<file path="src/rtl/imm_ext_arbiter_pkg.sv">
// Shared definitions for the immediate-extension arbiter.
// Extension mode codes and response FSM state encoding.
package imm_ext_arbiter_pkg;

  localparam logic [1:0] EXT_SIGN = 2'b00;
  localparam logic [1:0] EXT_ZERO = 2'b01;
  localparam logic [1:0] EXT_LUI  = 2'b10;
  localparam logic [1:0] EXT_RSVD = 2'b11;

  typedef enum logic {
    ST_EMPTY = 1'b0,
    ST_FULL  = 1'b1
  } state_e;

endpackage

</file>
<file path="src/rtl/imm_ext_arbiter_core.sv">
// imm_ext_core: combinational immediate extender.
// Ports: imm, mode in; data, bad_mode out. LUI under `IMM_EXT_LUI_EN.
module imm_ext_core
  import imm_ext_arbiter_pkg::*;
#(
  parameter int IMM_W  = 16,
  parameter int DATA_W = 32
) (
  input  logic [IMM_W-1:0]  imm,
  input  logic [1:0]        mode,
  output logic [DATA_W-1:0] data,
  output logic              bad_mode
);

  logic [DATA_W-1:0] w_sign;

  assign w_sign = {{(DATA_W-IMM_W){imm[IMM_W-1]}}, imm};

  always_comb begin
    data     = w_sign;
    bad_mode = 1'b0;
    unique case (mode)
      EXT_SIGN: data = w_sign;
      EXT_ZERO: data = {{(DATA_W-IMM_W){1'b0}}, imm};
`ifdef IMM_EXT_LUI_EN
      EXT_LUI:  data = {imm, {(DATA_W-IMM_W){1'b0}}};
`else
      EXT_LUI:  bad_mode = 1'b1;
`endif
      EXT_RSVD: bad_mode = 1'b1;
      default:  bad_mode = 1'b1;
    endcase
  end

endmodule

</file>
<file path="src/rtl/imm_ext_arbiter.sv">
// imm_ext_arbiter: round-robin share of one registered immediate
// extender between decode (port 0) and AGU (port 1). Ports: clk,
// rst_n, req_valid/ready[1:0], req_imm/mode/tag_{0,1}, rsp_valid,
// rsp_ready, rsp_data/id/tag/bad_mode. Macro: IMM_EXT_LUI_EN.
module imm_ext_arbiter
  import imm_ext_arbiter_pkg::*;
#(
  parameter int IMM_W  = 16,
  parameter int DATA_W = 32,
  parameter int TAG_W  = 4
) (
  input  logic              clk,
  input  logic              rst_n,
  input  logic [1:0]        req_valid,
  output logic [1:0]        req_ready,
  input  logic [IMM_W-1:0]  req_imm_0,
  input  logic [IMM_W-1:0]  req_imm_1,
  input  logic [1:0]        req_mode_0,
  input  logic [1:0]        req_mode_1,
  input  logic [TAG_W-1:0]  req_tag_0,
  input  logic [TAG_W-1:0]  req_tag_1,
  output logic              rsp_valid,
  input  logic              rsp_ready,
  output logic [DATA_W-1:0] rsp_data,
  output logic              rsp_id,
  output logic [TAG_W-1:0]  rsp_tag,
  output logic              rsp_bad_mode
);

  state_e            r_state;
  state_e            w_state_nxt;
  logic              r_last;
  logic [DATA_W-1:0] r_data;
  logic              r_id;
  logic [TAG_W-1:0]  r_tag;
  logic              r_bad;

  logic [1:0]        w_grant;
  logic              w_can_accept;
  logic              w_xfer;
  logic              w_gid;
  logic [IMM_W-1:0]  w_imm;
  logic [1:0]        w_mode;
  logic [TAG_W-1:0]  w_tag;
  logic [DATA_W-1:0] w_data;
  logic              w_bad;

  // Contention goes to the port that did not win last time.
  assign w_grant[0] = req_valid[0] & (~req_valid[1] | r_last);
  assign w_grant[1] = req_valid[1] & (~req_valid[0] | ~r_last);

  assign w_can_accept = (r_state == ST_EMPTY) | rsp_ready;
  assign req_ready    = w_grant & {2{w_can_accept}};
  assign w_xfer       = |req_ready;
  assign w_gid        = req_ready[1];

  assign w_imm  = w_gid ? req_imm_1  : req_imm_0;
  assign w_mode = w_gid ? req_mode_1 : req_mode_0;
  assign w_tag  = w_gid ? req_tag_1  : req_tag_0;

  imm_ext_core #(
    .IMM_W  (IMM_W),
    .DATA_W (DATA_W)
  ) u_core (
    .imm      (w_imm),
    .mode     (w_mode),
    .data     (w_data),
    .bad_mode (w_bad)
  );

  always_comb begin
    w_state_nxt = r_state;
    unique case (r_state)
      ST_EMPTY: if (w_xfer) w_state_nxt = ST_FULL;
      ST_FULL:  if (rsp_ready && !w_xfer) w_state_nxt = ST_EMPTY;
      default:  w_state_nxt = ST_EMPTY;
    endcase
  end

  always_ff @(posedge clk or negedge rst_n) begin
    if (!rst_n) begin
      r_state <= ST_EMPTY;
      r_last  <= 1'b1;
      r_data  <= '0;
      r_id    <= 1'b0;
      r_tag   <= '0;
      r_bad   <= 1'b0;
    end else begin
      r_state <= w_state_nxt;
      if (w_xfer) begin
        r_last <= w_gid;
        r_data <= w_data;
        r_id   <= w_gid;
        r_tag  <= w_tag;
        r_bad  <= w_bad;
      end
    end
  end

  assign rsp_valid    = (r_state == ST_FULL);
  assign rsp_data     = r_data;
  assign rsp_id       = r_id;
  assign rsp_tag      = r_tag;
  assign rsp_bad_mode = r_bad;

endmodule

</file>
<file path="config.mk">
export PLATFORM = sky130hd
export DESIGN_NAME = imm_ext_arbiter
export DESIGN_NICKNAME = d
export VERILOG_FILES = /design/src/rtl/imm_ext_arbiter_pkg.sv /design/src/rtl/imm_ext_arbiter_core.sv /design/src/rtl/imm_ext_arbiter.sv
export SDC_FILE = /design/constraint.sdc
export NUM_CORES = 1
export LEC_CHECK = 0
export CAP_MARGIN = 20
export CORE_ASPECT_RATIO = 0.5
export CORE_UTILIZATION = 43
export DETAILED_ROUTE_END_ITERATION = 10
export PLACE_DENSITY = 0.81
export SYNTH_ARGS = -nofsm -noshare
export SYNTH_HDL_FRONTEND = slang
export SYNTH_HIERARCHICAL = 1
export SYNTH_SLANG_ARGS = --single-unit
</file>
<file path="constraint.sdc">
create_clock -name clk -period 2.83 [get_ports clk]
set_input_delay 0.4245 -clock clk [delete_from_list [all_inputs] [get_ports clk]]
set_output_delay 0.4245 -clock clk [all_outputs]
set_load 0.02 [all_outputs]
</file>
Word-level counts from Yosys, hierarchy flattened
Index checks and enable logic that the tools add are counted.
{ "totals": {"input_bits": 49, "register_bits": 40} }
{ "classes": {"muxes": 8, "eq_ne": 3, "bitwise_logic": 10, "n_reduce_logical": 4} }
{ "ops": {"columns": ["cell", "count"], "rows": [
  ["32-bit two-way mux", 1],
  ["16-bit two-way mux", 1],
  ["2-bit equality test, second input constant", 2],
  ["4-bit two-way mux", 1],
  ["1-bit NOT", 4],
  ["2-bit OR reduction", 2],
  ["1-bit two-way mux", 3],
  ["1-bit bitwise OR", 3],
  ["1-bit bitwise AND", 2],
  ["2-bit bitwise AND", 1],
  ["2-bit by 1-bit equality test with 1-bit output, second input constant", 1],
  ["2-bit two-way mux", 1],
  ["1-bit one-hot mux with 2 select lines", 1],
  ["1-bit logical AND", 1],
  ["1-bit logical NOT", 1]
]} }

Depth between registers and ports, before layout
Gate-level depths: netlist of the first run.
{ "logic_depth": {"word_depth": 9, "depth_mapped": 7, "ltp_nobuf": 6} }

By module
The synthesis of the first run kept the hierarchy.
{ "modules_own_cells": {"columns": ["mod", "cells_each", "seq_area_each_um2", "area_each_um2", "instances"], "rows": [
  ["imm_ext_arbiter", 125, 1002.2, 1846.8, 1],
  ["imm_ext_core", 34, 0.0, 247.7, 1]
]} }

Worst setup path before layout of the first run
No wires, ideal clock.
{ "synth_timing": {"path_type": "register to register", "from": "register r_last", "to": "register r_data[17], in the netlist rsp_data[17]", "setup_time_ps": 65, "path_buffers": 2, "required_ps": 2765, "t_arrival_ps": 2209, "path_stages_with_launch": 8, "slack_ps": 556, "period_less_slack_ps": 2274, "path_cell_list": "dfstp_2 > a21boi_4 > nand2_4 > buf_6 > mux2_4 > a21boi_1 > buf_4 > mux2_2"} }
{ "synth_between": {"elab_chain_len": 7} }
{ "synth_rtl": {"columns": ["item", "line", "rtl"], "rows": [
  ["start, declared", "imm_ext_arbiter.sv:32", "logic r_last;"],
  ["start signal, assigned", "imm_ext_arbiter.sv:91", "r_last <= w_gid;"],
  ["1-bit NOT", "imm_ext_arbiter.sv:50", "assign w_grant[1] = req_valid[1] & (~req_valid[0] | ~r_last);"],
  ["1-bit bitwise OR", "imm_ext_arbiter.sv:50", null],
  ["1-bit bitwise AND", "imm_ext_arbiter.sv:50", null],
  ["2-bit bitwise AND", "imm_ext_arbiter.sv:53", "assign req_ready = w_grant & {2{w_can_accept}};"],
  ["2-bit two-way mux", "imm_ext_arbiter.sv:58", "assign w_mode = w_gid ? req_mode_1 : req_mode_0;"],
  ["via w_mode[0]", "imm_ext_arbiter.sv:43", "logic [1:0] w_mode;"],
  ["2-bit by 1-bit equality test with 1-bit output", "imm_ext_arbiter_core.sv:22", "unique case (mode)"],
  ["32-bit two-way mux", "imm_ext_arbiter_core.sv:22", null],
  ["via w_data[17]", "imm_ext_arbiter.sv:45", "logic [DATA_W-1:0] w_data;"],
  ["end signal, assigned", "imm_ext_arbiter.sv:92", "r_data <= w_data;"],
  ["end, declared", "imm_ext_arbiter.sv:33", "logic [DATA_W-1:0] r_data;"]
]} }
The timed path passes the listed nets, and every way through them passes these cells.
A chain may end at the register's enable or synchronous reset.

Worst setup path in the final report of the first run
{ "layout_timing": {"from": "input rsp_ready", "to": "output req_ready[0]"} }
{ "layout_between": {"elab_chain_len": 2} }
{ "layout_rtl": {"columns": ["item", "line", "rtl"], "rows": [
  ["start, declared", "imm_ext_arbiter.sv:23", "input logic rsp_ready,"],
  ["1-bit bitwise OR", "imm_ext_arbiter.sv:52", "assign w_can_accept = (r_state == ST_EMPTY) | rsp_ready;"],
  ["2-bit bitwise AND", "imm_ext_arbiter.sv:53", null],
  ["end, declared", "imm_ext_arbiter.sv:15", "output logic [1:0] req_ready,"]
]} }
No other way between the ends.

==> results_dict.tcl, run 1 <==
set metrics [dict create \
    path_common_cell "clkdlybuf4s50_1" \
    fin_util_pct 64.4 \
    post_drt_wl_per_cell_um 13.8 \
    rows 17 \
    maxSlewViolCount 0 \
    grt_pass1_wl_um 6510 \
    ys_types 20 \
    startpoint "rsp_ready" \
    tightest_slew_ps 943 \
    hold_viol 0 \
    final-setup-viol-count 0 \
    min_period_over_period_pct 92.4 \
    skew_ps 8.61 \
    cp_data_required_time_ps 2410 \
    cellLeakagePower_nw 1.25 \
    worst_ep_arrival_time_ps 2190 \
    postCtsHoldBufs 0 \
    max_freq_mhz 383 \
    syn_nets 208 \
    post-route-min-period_ps 2610 \
    post_cts_resize_count 0 \
    drt_iter0_drc 25 \
    track_usage_pct 16.8 \
    synth.avg_cell_area_sq_um 13.2 \
    numCtsBuffers 5 \
    critPathCaptureType "output pin" \
    r2r-start "rsp_valid" \
    drc 0 \
    grt_max_degree 41 \
    ir_worst_vdd_mv 0.330 \
    outcome "completed" \
    cp_num_buf_inv 3 \
    ys_ff_latch 40 \
    async_flop_share_pct 100 \
    coreArea_sq_um 4530 \
    die_h_um 51.4 \
    crit_type "in -> out" \
    clk_pin_slew_ps 70 \
    io-pin-count 90 \
    drt_pass1_iterations 4 \
    start_kind "input port" \
    wirelength_um 3990 \
    syn_inst 159 \
    ys_seq_area_share_pct 47.8 \
    critical-path-slowest-cell "clkdlybuf4s50_1" \
    layout_commonest_cell "clkdlybuf4s50_1" \
    worstPathCellList "clkdlybuf4s50_1, nand2b_1, o211ai_1, inv_1, clkdlybuf4s50_1" \
    hp-class "in -> async" \
    rsz0062_at_grt "no" \
    cts_tree "done" \
    final_net_count 270 \
    crit_path_max_fanout 11 \
    netlist_area_sq_um 2090 \
    first_global_vias 1358 \
    cts_buffer_depth 2 \
    root_buffer "clkbuf_8" \
    initial_core_util_pct 46.2 \
    gp_congestion 0.890 \
    synth_enable_flop_cells 0 \
    pwr_density_cell_nw_per_um2 627 \
    cpPeakStageDelay_ps 600 \
    vias_per_cell 4.70 \
    vias 1353 \
    syn_to_final_growth_pct 39.4 \
    drive_gt1_share_pct 30.2 \
    ant_nets 0 \
    final.setup.tns_ps 0 \
    die_w_um 101 \
    numPortBuffers 89 \
    ctsHtreeMaxLevel 2 \
    cts_setup_buffers 0 \
    yosysWarnings 6 \
    ys.flop_type "dfrtp_1" \
    diodes 0 \
    clkSinkCount 40 \
    clk-insertion-delay-late_ps 290 \
    crit_family "buffers and inverters" \
    hpwl_um 3000 \
    final_cell_mix "88 x clkdlybuf4s50_1, 42 x mux2_2, 39 x dfrtp_1, 9 x mux2_4, 8 x nand3_1" \
    antenna_found_initial 0 \
    slew_headroom_pct 37.0 \
    maxCapViolCount 0 \
    die-area_sq_um 5170 \
    overflow 0 \
]
flip-flops by register name, indices dropped and copies added, names as in the netlist:
signal	cells
r_last	1
rsp_bad_mode	1
rsp_data	32
rsp_id	1
rsp_tag	4
rsp_valid	1
routing by layer:
layer | vias to the layer above | track usage (%) | share of wire (%)
li1 | 645 | - | -
met1 | 675 | 19.8 | 42
met2 | 31 | 30.4 | 54
met3 | 2 | 4.51 | 3.3
met4 | 0 | 5.07 | 0.20
met5 | - | 0 | 0
final cells by class:
cell class                 instances  area, sq um
clock buffer                       6         72.6
tap                               66         82.6
timing repair buffer              92          908
multi-input combinational         78          803
fill                             359         1610
sequential                        40         1000
clock inverter                     2         35.0
inverter                           4         15.0
cells by family after synthesis:
logic type | count (synthesis) | share of synthesized area (%)
AOI/OAI and AO/OA | 13 | 4.96
buffers and inverters | 41 | 13.8
DFF | 40 | 47.8
muxes | 51 | 29.0
and+or+nand+nor | 14 | 4.36
metrics by stage:
stage / instances / cell area [sq um] / worst slack, ps / total power, mW / hold slack (ps)
after floorplan: 159 / 2090 / 556 / 1.12 / 129
after global placement: 280 / 2810 / 154 / 1.38 / 462
after detailed placement: 280 / 2810 / 40.1 / 1.40 / 475
after CTS: 288 / 2920 / 217 / 1.85 / 281
after global routing: 288 / 2920 / 73.4 / 1.92 / 320
final: 288 / 2920 / 216 / 1.83 / 251
worst paths after layout:
kind / slack [ps] / cells past startpoint / end
max: 220 / 5 / req_ready[0]
min: 250 / 1 / rsp_data[12]
max reg2reg: 570 / 6 / rsp_data[25]
min reg2reg: 480 / 1 / rsp_id
max in group asynchronous: 2040 / 1 / rsp_data[30]
min in group clk: 480 / 1 / rsp_id
synthesized netlist by cell type (all sizes together) (2+ instances only):
cell type,instances,area [sq um]
mux2,51,608
dfrtp,39,976
buf,35,267
nand3,8,40.0
inv,4,15.0
o2111ai,4,35.0
o21ai,4,20.0
a21boi,2,26.3
a21o,2,15.0
clkbuf,2,7.51
nand2,2,15.0
nor2,2,22.5
power by group:
part	switching, mW	internal, mW	leakage (nW)
clock	0.193	0.262	0.0552
combinational	0.280	0.358	0.715
sequential	0.0581	0.679	0.476
(Power assumes the default switching activity.)
==> inputs of run 2 (changes only) <==
- CTS_CLUSTER_SIZE: not set -> 20
- SKIP_LAST_GASP: not set -> 1
- clock period: 2.83 -> 2.48 ns (I/O delays scaled with it)
==> results_dict.tcl, run 2 (same netlist as run 1, synthesis figures left out) <==
set metrics [dict create \
    outcome "completed" \
    rsz0062_at_grt "no" \
    r2r-start "r_last" \
    hold_viol 0 \
    cts_buffer_depth 2 \
    worstReg2RegEnd "rsp_data[29]" \
    layout_setup_ws_ps 151 \
    gp_congestion 0.905 \
    vias 1382 \
    numCtsBuffers 5 \
    max_freq_mhz 429 \
    clk_pin_slew_ps 80 \
    rr_worst_depth 5 \
    hp-class "in -> async" \
    path_common_cell "clkdlybuf4s50_1" \
    die_h_um 51.4 \
    drt_pass1_iterations 4 \
    maxSlewViolCount 0 \
    io-pin-count 90 \
    critPathCapture "req_ready[0]" \
    cellLeakagePower_nw 1.30 \
    coreArea_sq_um 4530 \
    min_period_over_period_pct 93.9 \
    cpPeakStageDelay_ps 590 \
    syn_to_final_growth_pct 44.0 \
    final-setup-viol-count 0 \
    startpoint "rsp_ready" \
    pre_cts_slack_ps -113 \
    drt_iter0_drc 12 \
    ctsHtreeMaxLevel 2 \
    worstPathCellList "clkdlybuf4s50_1, nand2b_1, o211ai_1, inv_1, clkdlybuf4s50_1" \
    layout_commonest_cell "clkdlybuf4s50_1" \
    postCtsHoldBufs 0 \
    fillers 346 \
    cts_tree "done" \
    overflow 0 \
    tightest_slew_ps 972 \
    crit_path_max_fanout 4 \
    cts_setup_buffers 0 \
    ir_worst_vdd_mv 0.310 \
    grt_max_degree 41 \
    ant_nets 0 \
    crit_family "buffers and inverters" \
    antenna_found_initial 0 \
    wirelength_um 4160 \
    critPathCaptureType "output pin" \
    fin_util_pct 66.6 \
    largest_register_ff_count 32 \
    vias_per_cell 4.70 \
    clkSinkCount 40 \
    cp_num_buf_inv 3 \
    cp_data_required_time_ps 2110 \
    diodes 0 \
    hpwl_um 3160 \
    grt_pass1_wl_um 6740 \
    post-route-min-period_ps 2330 \
    final_cell_mix "88 x clkdlybuf4s50_1, 42 x mux2_2, 39 x dfrtp_1, 9 x mux2_4, 9 x buf_4" \
    drive_gt1_share_pct 32.5 \
    numPortBuffers 89 \
    r2r_slack_ps 260 \
    die-area_sq_um 5170 \
    clk-insertion-delay-late_ps 290 \
    maxCapViolCount 0 \
    skew_ps 3.97 \
    drc 0 \
    initial_core_util_pct 46.2 \
    crit_type "in -> out" \
    post_cts_resize_count 0 \
    worst_ep_arrival_time_ps 1960 \
    critical-path-slowest-cell "clkdlybuf4s50_1" \
    pwr_density_cell_nw_per_um2 768 \
    slew_headroom_pct 35.1 \
    root_buffer "clkbuf_8" \
    final_net_count 276 \
    post_drt_wl_per_cell_um 14.2 \
    die_w_um 101 \
    rows 17 \
    track_usage_pct 17.6 \
    cp.depth 5 \
    first_global_vias 1406 \
    start_kind "input port" \
]
==> run 2: cell types whose count changed in the layout (fill, tap and decap cells not counted) <==
cell | previous run | this run
bufinv_16 | 1 | 3
buf_4 | 3 | 9
clkbuf_1 | 1 | 0
clkinv_2 | 1 | 0
==> run 2: how the worst min path moves through the flow <==
stage | endpoint | slack [ps] | depth (start not counted)
floorplan | rsp_bad_mode | 80 | 0
global placement | rsp_id | 460 | 1
detailed placement | rsp_id | 470 | 1
CTS | rsp_data[12] | 230 | 1
global route | rsp_data[9] | 280 | 1
finish | rsp_data[4] | 200 | 1
==> run 2: stage by stage <==
step                      TNS [ps]  power (mW)  cells  cell area, sq um  hold WS, ps
final                            0        2.32    294              3020          204
after global routing             0        2.43    294              3020          281
after CTS                        0        2.34    294              3020          228
after detailed placement     -1610        1.60    286              2860          469
after global placement           0        1.59    286              2860          461
after floorplan                  0        1.28    159              2090         76.4
==> run 2: cell type report <==
type	instances	area, sq um	area share [%]
timing repair buffer	98	953	31.6
clock inverter	3	90.1	2.99
inverter	4	15.0	0.498
tap	66	82.6	2.74
clock buffer	5	68.8	2.28
multi-input combinational	78	803	26.6
sequential	40	1000	33.2
==> run 2: per-layer routing <==
layer / global-route usage [%] / share of wire [%]
met5: 0 / 0
met3: 4.24 / 3.2
met2: 32.0 / 54
met4: 5.80 / 0.34
met1: 20.7 / 42
==> run 2: where the power goes <==
| part | internal (mW) | switching [mW] |
|---|---|---|
| sequential | 0.775 | 0.0669 |
| clock | 0.503 | 0.230 |
| combinational | 0.418 | 0.322 |
| total | 1.70 | 0.620 |
==> inputs of run 3 (changes only) <==
- CAP_MARGIN: 20 -> not set
==> results of run 3 <==
The final DEF is identical to that of run 2; final timing and power are the same.
